[src/rtl/clkdiv_pkg.sv]
// clkdiv_pkg: shared FSM state type and select/boundary helpers for the ratio-switching divider
package clkdiv_pkg;
  typedef enum logic [1:0] {IDLE, PEND, ACK} state_t;
  localparam int SEL_W_DEF = 2;
  function automatic int clamp_sel(input int s, input int cnt_w);
    return s >= cnt_w ? cnt_w - 1 : s;
  endfunction
  function automatic logic [31:0] lo_mask(input int k);
    return (32'd2 << k) - 32'd1;
  endfunction
  function automatic logic at_boundary(input logic [31:0] cnt, input int k);
    return &(cnt | ~lo_mask(k));
  endfunction
endpackage

[src/rtl/clkdiv_counter.sv]
// clkdiv_counter: free-running divide counter with registered div_out/clk_en for the next select
module clkdiv_counter
  import clkdiv_pkg::*;
#(
  parameter int CNT_W = 4,
  parameter int SEL_W = SEL_W_DEF
) (
  input  logic             clk,
  input  logic             rst,
  input  logic [SEL_W-1:0] sel_next,
  output logic [CNT_W-1:0] cnt,
  output logic             div_out,
  output logic             clk_en
);
  logic [CNT_W-1:0] cnt_n;
  assign cnt_n = cnt + CNT_W'(1);
  always_ff @(posedge clk or negedge rst) begin
    if (!rst) begin
      cnt     <= '0;
      div_out <= 1'b0;
      clk_en  <= 1'b0;
    end else begin
      cnt     <= cnt_n;
      div_out <= cnt_n[sel_next];
      clk_en  <= (32'(cnt_n) & lo_mask(int'(sel_next))) == (32'd1 << sel_next);
    end
  end
endmodule

[src/rtl/clkdiv_ratio_ctrl.sv]
// clkdiv_ratio_ctrl: power-of-two clock divider with glitch-free req/ack ratio switching
// Optional CLKDIV_SWCNT_EN adds a saturating sw_count of applied ratio changes.
module clkdiv_ratio_ctrl
  import clkdiv_pkg::*;
#(
  parameter int CNT_W       = 4,
  parameter int SEL_W       = SEL_W_DEF,
  parameter int DEFAULT_SEL = 0
) (
  input  logic             clk,
  input  logic             rst,
  input  logic             sel_req,
  input  logic [SEL_W-1:0] sel_in,
  output logic             sel_ack,
  output logic             busy,
  output logic             req_drop,
  output logic [SEL_W-1:0] cur_sel,
  output logic             div_out,
`ifdef CLKDIV_SWCNT_EN
  output logic [7:0]       sw_count,
`endif
  output logic             clk_en
);
  state_t           state, state_n;
  logic [SEL_W-1:0] pend_sel, pend_n, cur_n, sel_c, k;
  logic [CNT_W-1:0] cnt;
  logic             bnd;
  assign sel_c   = SEL_W'(clamp_sel(int'(sel_in), CNT_W));
  assign k       = cur_sel > pend_sel ? cur_sel : pend_sel;
  // both old and new output bits fall together when cnt[k:0] wraps
  assign bnd     = at_boundary(32'(cnt), int'(k));
  assign busy    = state != IDLE;
  assign sel_ack = state == ACK;
  always_comb begin
    state_n = state;
    pend_n  = pend_sel;
    cur_n   = cur_sel;
    case (state)
      IDLE: if (sel_req) begin
        pend_n  = sel_c;
        state_n = sel_c == cur_sel ? ACK : PEND;
      end
      PEND: if (bnd) begin
        cur_n   = pend_sel;
        state_n = ACK;
      end
      default: state_n = IDLE;
    endcase
  end
  always_ff @(posedge clk or negedge rst) begin
    if (!rst) begin
      state    <= IDLE;
      pend_sel <= SEL_W'(DEFAULT_SEL);
      cur_sel  <= SEL_W'(DEFAULT_SEL);
      req_drop <= 1'b0;
    end else begin
      state    <= state_n;
      pend_sel <= pend_n;
      cur_sel  <= cur_n;
      req_drop <= sel_req && busy;
    end
  end
`ifdef CLKDIV_SWCNT_EN
  always_ff @(posedge clk or negedge rst) begin
    if (!rst) sw_count <= 8'd0;
    else if (state == PEND && state_n == ACK && sw_count != 8'hff) sw_count <= sw_count + 8'd1;
  end
`endif
  clkdiv_counter #(.CNT_W(CNT_W), .SEL_W(SEL_W)) u_cnt (
    .clk     (clk),
    .rst     (rst),
    .sel_next(cur_n),
    .cnt     (cnt),
    .div_out (div_out),
    .clk_en  (clk_en)
  );
endmodule

[config.mk]
export PLATFORM = sky130hd
export DESIGN_NAME = clkdiv_ratio_ctrl
export DESIGN_NICKNAME = d
export VERILOG_FILES = /design/src/rtl/clkdiv_pkg.sv /design/src/rtl/clkdiv_counter.sv /design/src/rtl/clkdiv_ratio_ctrl.sv
export SDC_FILE = /design/constraint.sdc
export NUM_CORES = 1
export LEC_CHECK = 0
export CAP_MARGIN = 20
export CORE_MARGIN = 4
export CORE_UTILIZATION = 52
export DETAILED_ROUTE_END_ITERATION = 16
export MAX_ROUTING_LAYER = met4
export PLACE_DENSITY = 0.74
export SKIP_LAST_GASP = 1
export SYNTH_ARGS = -nofsm -noshare
export SYNTH_HDL_FRONTEND = slang
export SYNTH_SLANG_ARGS = --single-unit
[constraint.sdc]
create_clock -name clk -period 2.9 [get_ports clk]
set_input_delay 0.58 -clock clk [delete_from_list [all_inputs] [get_ports clk]]
set_output_delay 0.58 -clock clk [all_outputs]
set_load 0.01 [all_outputs]
==> results.py, run 1 <==
metrics = {
    "status": {
        "run_status": "finished clean",
    },
    "setup_path": {
        "startpoint_type": "flop",
        "cp_max_fo": 7,
        "regToRegSetupSlack_ns": 0.24,
        "required_ns": 3.05,
        "critPathCapture": "u_cnt.div_out",
        "reg2regPathDepth": 8,
        "crit_chain": "inv_1, ha_1, nor2_1, o21ai_0, nand3_1, nand4b_4, mux2_4, mux4_2",
        "crit_buf_inv": 1,
        "crit_start": "cur_sel[1]",
        "crit_type": "reg -> reg",
        "crit_arrival_ns": 2.81,
        "cp.depth": 8,
        "rr_endpoint": "u_cnt.div_out",
        "crit_path_end_kind": "flop",
        "cpMaxStageDelayCell": "dfrtp_1",
        "cp_slowest_stage_delay_ns": 0.48,
        "worstReg2RegStart": "cur_sel[1]",
        "path_delay_family": "multiplexers",
    },
    "synthesis": {
        "synth_edf_count": 0,
        "ys.flop_type": "dfrtp_1",
        "netlist.area_leader.share": 0.375,
        "syn_nets": 92,
        "yosys-top-cells-count": "dfrtp_1 (13), nor2_1 (7), inv_1 (6), ha_1 (5), nand3_1 (5)",
        "yosysTopAreaCell": "dfrtp_1",
        "ys.warnings.count": 0,
        "ys_ff_latch": 13,
        "async_reset_ff_frac": 1.00,
        "avgSynthCellArea_um2": 10.6,
        "ys_types": 35,
        "syn_area_um2": 867,
        "synth_most_common_cell": "dfrtp_1",
        "ys_seq_area_frac": 0.375,
        "synthTopCellsByArea": "dfrtp_1 (38%), ha_1 (7.2%), mux2_2 (3.9%)",
        "syn_inst": 82,
    },
    "drt": {
        "wl_per_cell_um": 16.1,
        "met3WireLength_um": 52,
        "drc_errors": 0,
        "num_vias": 647,
        "first_iter_violations": 8,
        "final_antenna_net_count": 0,
        "drt_wl_total_um": 1770,
        "routed-wl-met2_um": 849,
        "met1Wirelength_um": 813,
        "first_pass_iters": 4,
        "dr.max_layer_used": "met4",
        "avgViaCountPerCell": 5.88,
    },
    "global_route": {
        "first_global_vias": 660,
        "grt_pass1_wl_um": 2950,
        "grt_use_total": 0.167,
        "grt_overflow_total": 0,
        "grt_start_max_net_pins": 14,
        "antenna_found_initial": 0,
    },
    "clock_tree": {
        "numClockSinks": 13,
        "clockBufferDepth": 2,
        "htree_levels": 1,
        "numCtsBuffers": 3,
        "post_cts_buffers": 0,
        "cts_tree": "built",
        "ctsRootBufferMaster": "clkbuf_4",
        "clkLatencyLatePin_ns": 0.28,
        "cts.repair.resized": 0,
        "holdBufCountCts": 0,
        "path_clk_slew_ns": 0.08,
    },
    "die": {
        "io_pins": 12,
        "die_y_um": 48.8,
        "die_w_um": 48.8,
        "start_util": 0.563,
        "rows": 14,
        "die-area_um2": 2380,
        "core-area_um2": 1540,
    },
    "power": {
        "ir_drop_mv": 0.568,
        "p_per_area_nw_per_um2": 967,
        "power.total_mw": 0.966,
        "p_leak_nw": 0.491,
    },
    "timing": {
        "worst_pin_slew_ns": 0.562,
        "finalCriticalPeriod_ns": 2.66,
        "setup_viol": 0,
        "totalNegativeSetupSlack_ns": 0,
        "slew-limit-headroom": 0.624,
        "maxSlewViolCount": 0,
        "fmax_mhz": 376,
        "rsz0062_at_grt": "no",
        "fin_skew_ns": 0.00433,
        "min_period_over_period": 0.918,
        "hold_viol_final": 0,
    },
    "finish": {
        "fillCellCount": 130,
        "final_nets": 105,
        "num_antenna_cells": 0,
        "drive_gt1_frac": 0.138,
        "seq_area_um2": 325,
        "multi_input_area_um2": 488,
        "area_growth_pct": 15.3,
    },
    "placement": {
        "gp_congestion": 0.837,
        "io_buffers": 11,
        "dp_hpwl_um": 1370,
    },
    "run": {
        "cap_violations": 0,
    },
    "min_path": {
        "hp-class": "reg -> reg",
    },
}
layout by cell type, fill, tap and decap left out, drive strengths merged, types with 4 or more instances in the layout:
| master | netlist | layout |
|---|---|---|
| ha | 5 | 5 |
| nand2 | 4 | 4 |
| inv | 6 | 6 |
| nor2 | 7 | 7 |
| dfrtp | 13 | 13 |
| clkbuf | 2 | 4 |
| nand3 | 5 | 5 |
| clkdlybuf4s50 | 0 | 11 |
| o211ai | 4 | 4 |
| mux2 | 4 | 4 |
final cells by class:
class / instances / area share
Timing Repair Buffer: 12 / 0.118
Inverter: 6 / 0.0225
Clock buffer: 4 / 0.0263
Tap cell: 16 / 0.0200
Sequential cell: 13 / 0.325
Multi-Input combinational cell: 59 / 0.488
sequential cells by signal, summed over array words and instances, names as in the netlist:
register / count
req_drop: 1
u_cnt.clk_en: 1
u_cnt.cnt: 4
cur_sel: 2
u_cnt.div_out: 1
pend_sel: 2
state: 2
cells by family after synthesis:
group / after synthesis / synth area share
AND/OR/NAND/NOR: 25 / 0.170
AO/OA/AOI/OAI: 17 / 0.163
flip-flops: 13 / 0.375
buffers and inverters: 10 / 0.0620
multiplexers: 8 / 0.117
adder cells (fa/ha/maj): 5 / 0.0722
XOR/XNOR: 4 / 0.0404
how the worst min path moves through the flow:
| stage | from | endpoint | slack [ns] | cells after the start |
|---|---|---|---|---|
| finish | state[1] | req_drop | 0.60 | 2 |
| detailed placement | state[1] | req_drop | 0.58 | 2 |
| global placement | state[1] | req_drop | 0.56 | 2 |
| CTS | state[1] | req_drop | 0.60 | 2 |
| floorplan | rst | cur_sel[0] | 0.28 | 0 |
| global route | state[1] | req_drop | 0.63 | 2 |
per-stage QoR:
step                      instances  cell area [um2]  worst slack (ns)  hold slack [ns]   util
after floorplan                  82              867             0.408            0.284      -
after global placement          106              973             0.381            0.557  0.631
after detailed placement        106              973             0.263            0.578  0.631
after CTS                       110             1000             0.237            0.599  0.649
after global routing            110             1000            0.0819            0.628  0.649
final                           110             1000             0.238            0.596  0.649
worst min-delay path: stages (launching register included):
cell and delay, ns:
dfrtp_1 0.35, nor2_1 0.08, nor2b_1 0.12
routing by layer:
layer	vias up	track usage
met5	-	-
met4	0	0.148
met3	6	0.0183
met2	15	0.243
met1	307	0.200
li1	319	-
power by group:
group          leakage [nW]  internal [mW]  switching [mW]
Clock                0.0150         0.0534          0.0588
Sequential            0.164          0.233          0.0592
Combinational         0.312          0.279           0.283
No activity file was read; power rests on OpenSTA's default activity.
==> run 2, diff against run 1 <==
--- a/config.mk
+++ b/config.mk
@@ -5,13 +5,15 @@
 export SDC_FILE = /design/constraint.sdc
 export NUM_CORES = 1
 export LEC_CHECK = 0
+export ABC_AREA = 1
 export CAP_MARGIN = 20
 export CORE_MARGIN = 4
-export CORE_UTILIZATION = 52
+export CORE_UTILIZATION = 51
 export DETAILED_ROUTE_END_ITERATION = 16
 export MAX_ROUTING_LAYER = met4
 export PLACE_DENSITY = 0.74
 export SKIP_LAST_GASP = 1
 export SYNTH_ARGS = -nofsm -noshare
 export SYNTH_HDL_FRONTEND = slang
+export SYNTH_HIERARCHICAL = 1
 export SYNTH_SLANG_ARGS = --single-unit
==> run 2 against run 1 <==
  * Worst hold slack worse by 0.031 ns
  * Power is 8.5% lower
  * Flip-flop and latch count stayed put
  * Die area is 6.4% lower
  * Design area is 5.9% lower
  * Non-clock buffer count is 1 lower
  * Largest power group unchanged
  * Critical endpoint is now u_cnt/clk_en
  * Setup slack better by 0.44 ns
==> results.py, run 2 <==
metrics = {
    "status": {
        "run_status": "finished clean",
    },
    "synthesis": {
        "syn_nets": 112,
        "ys.flop_type": "dfrtp_1",
        "ys_ff_latch": 13,
        "syn_area_um2": 786,
        "synth_most_common_cell": "nand2_1",
        "synthTopCellsByArea": "dfrtp_1 (41%), nand2_1 (11%), inv_1 (9.1%)",
        "netlist.area_leader.share": 0.414,
        "avgSynthCellArea_um2": 7.70,
        "syn_inst": 102,
        "yosysTopAreaCell": "dfrtp_1",
        "ys_seq_area_frac": 0.414,
        "yosys-top-cells-count": "nand2_1 (24), inv_1 (19), dfrtp_1 (13), nand3_1 (9)",
        "async_reset_ff_frac": 1.00,
        "synth_edf_count": 0,
        "ys_types": 17,
        "ys.warnings.count": 6,
    },
    "die": {
        "die-area_um2": 2230,
        "die_w_um": 47.3,
        "start_util": 0.568,
        "die_y_um": 47.3,
        "io_pins": 12,
        "rows": 13,
        "core-area_um2": 1380,
    },
    "timing": {
        "min_period_over_period": 0.765,
        "setup_viol": 0,
        "hold_viol_final": 0,
        "maxSlewViolCount": 0,
        "worst_pin_slew_ns": 0.558,
        "fin_hold_ws_ns": 0.566,
        "fin_skew_ns": 0.00362,
        "rsz0062_at_grt": "no",
        "fmax_mhz": 451,
        "finalCriticalPeriod_ns": 2.22,
        "slew-limit-headroom": 0.627,
        "totalNegativeSetupSlack_ns": 0,
        "fin_ws_ns": 0.682,
    },
    "clock_tree": {
        "path_clk_slew_ns": 0.08,
        "holdBufCountCts": 0,
        "clkLatencyLatePin_ns": 0.27,
        "ctsRootBufferMaster": "clkbuf_4",
        "htree_levels": 1,
        "clockBufferDepth": 2,
        "numCtsBuffers": 3,
        "cts_tree": "built",
        "post_cts_buffers": 0,
        "numClockSinks": 13,
        "cts.repair.resized": 0,
    },
    "finish": {
        "top_register": "u_cnt/cnt",
        "final_cells": 132,
        "mostFrequentLayoutCells": "nand2_1 (24), inv_1 (19), dfrtp_1 (13)",
        "largest_reg_flops": 4,
        "fillCellCount": 132,
        "final_common_cell": "nand2_1",
        "final_nets": 128,
        "num_antenna_cells": 0,
        "fin_util": 0.681,
        "postLayoutCellArea_um2": 941,
        "area_growth_pct": 19.7,
        "drive_gt1_frac": 0.145,
    },
    "drt": {
        "num_vias": 669,
        "avgViaCountPerCell": 5.07,
        "drc_errors": 0,
        "wl_per_cell_um": 11.3,
        "first_pass_iters": 4,
        "final_antenna_net_count": 0,
        "first_iter_violations": 13,
        "drt_wl_total_um": 1490,
    },
    "global_route": {
        "grt_start_max_net_pins": 14,
        "antenna_found_initial": 0,
        "grt_use_total": 0.169,
        "first_global_vias": 603,
        "grt_pass1_wl_um": 2550,
        "grt_overflow_total": 0,
    },
    "setup_path": {
        "crit_type": "reg -> reg",
        "cpMostUsedCell": "nand2_1",
        "required_ns": 3.11,
        "crit_path_end_kind": "flop",
        "path_delay_family": "simple AND/OR/NAND/NOR gates",
        "crit_chain": "inv_1, ha_1, o21ai_2, nand3_1, nand3_1, nand2_1, inv_2, nand3_2, nand2_1, nand2_1, inv_1, nand2_1, nand2_1, nand2_1, nand2_1, inv_1, a21oi_2",
        "cpMaxStageDelayCell": "dfrtp_1",
        "cp_max_fo": 5,
        "crit_buf_inv": 4,
        "startpoint_type": "flop",
        "crit_arrival_ns": 2.42,
        "cp_slowest_stage_delay_ns": 0.44,
    },
    "placement": {
        "pre_cts_slack_ns": 0.694,
        "dp_hpwl_um": 1190,
        "place_inst": 128,
        "gp_congestion": 0.779,
        "placedInstanceArea_um2": 915,
        "io_buffers": 11,
    },
    "power": {
        "ir_drop_mv": 0.445,
        "power.total_mw": 0.884,
        "p_per_area_nw_per_um2": 940,
        "p_leak_nw": 0.502,
    },
    "min_path": {
        "hp-class": "reg -> reg",
    },
    "run": {
        "cap_violations": 0,
    },
}
==> run 2: area by class of cell <==
type / count / area, um2 / share of cell area
multi-input cells: 68 / 382 / 0.406
flip-flops and latches: 13 / 325 / 0.346
repair buffers: 11 / 110 / 0.117
inverters: 21 / 78.8 / 0.0838
clock buffers: 4 / 26.3 / 0.0279
well taps: 15 / 18.8 / 0.0199
==> run 2: worst paths after layout <==
path / cells after the start / start / endpoint / slack [ns]
worst max-delay path: 17 / cur_sel[1] / u_cnt/clk_en / 0.68
worst min-delay path: 2 / u_cnt/cnt[3] / u_cnt/cnt[3] / 0.57
worst max register to register: 17 / cur_sel[1] / u_cnt/clk_en / 0.68
worst min register to register: 2 / u_cnt/cnt[3] / u_cnt/cnt[3] / 0.57
max in group asynchronous: 1 / rst / state[0] / 1.87
min in group asynchronous: 1 / rst / cur_sel[0] / 0.67
==> run 2: report_power, final <==
group / switching (mW) / leakage (nW) / internal (mW)
registers: 0.0481 / 0.163 / 0.233
logic: 0.283 / 0.324 / 0.212
clock network: 0.0548 / 0.0150 / 0.0532
total: 0.386 / 0.502 / 0.498
==> run 2: routing by layer <==
| layer | share of wire | track usage | up-vias | wire length [um] |
|---|---|---|---|---|
| met2 | 0.48 | 0.267 | 14 | 718 |
| met4 | 0.0087 | 0.0497 | 0 | 13 |
| met1 | 0.45 | 0.201 | 305 | 671 |
| met5 | 0 | - | - | 0 |
| met3 | 0.059 | 0.0575 | 2 | 88 |
| li1 | - | - | 348 | - |
==> run 2: worst register-to-register path, delay by kind of cell, from the launching register on <==
family	cells	cell delay, ns
AND/OR/NAND/NOR	10	0.76
AO/OA/AOI/OAI	2	0.26
flip-flops	1	0.44
adder cells (fa/ha/maj)	1	0.33
buffers and inverters	4	0.36
==> run 2: kinds of logic after synthesis <==
family,count (synthesis),share of synthesized area
adders and majority gates,5,0.0796
buffers and inverters,21,0.100
DFF,13,0.414
xor gates and xnor gates,2,0.0223
AOI/OAI and AO/OA,7,0.0573
and+or+nand+nor,54,0.326
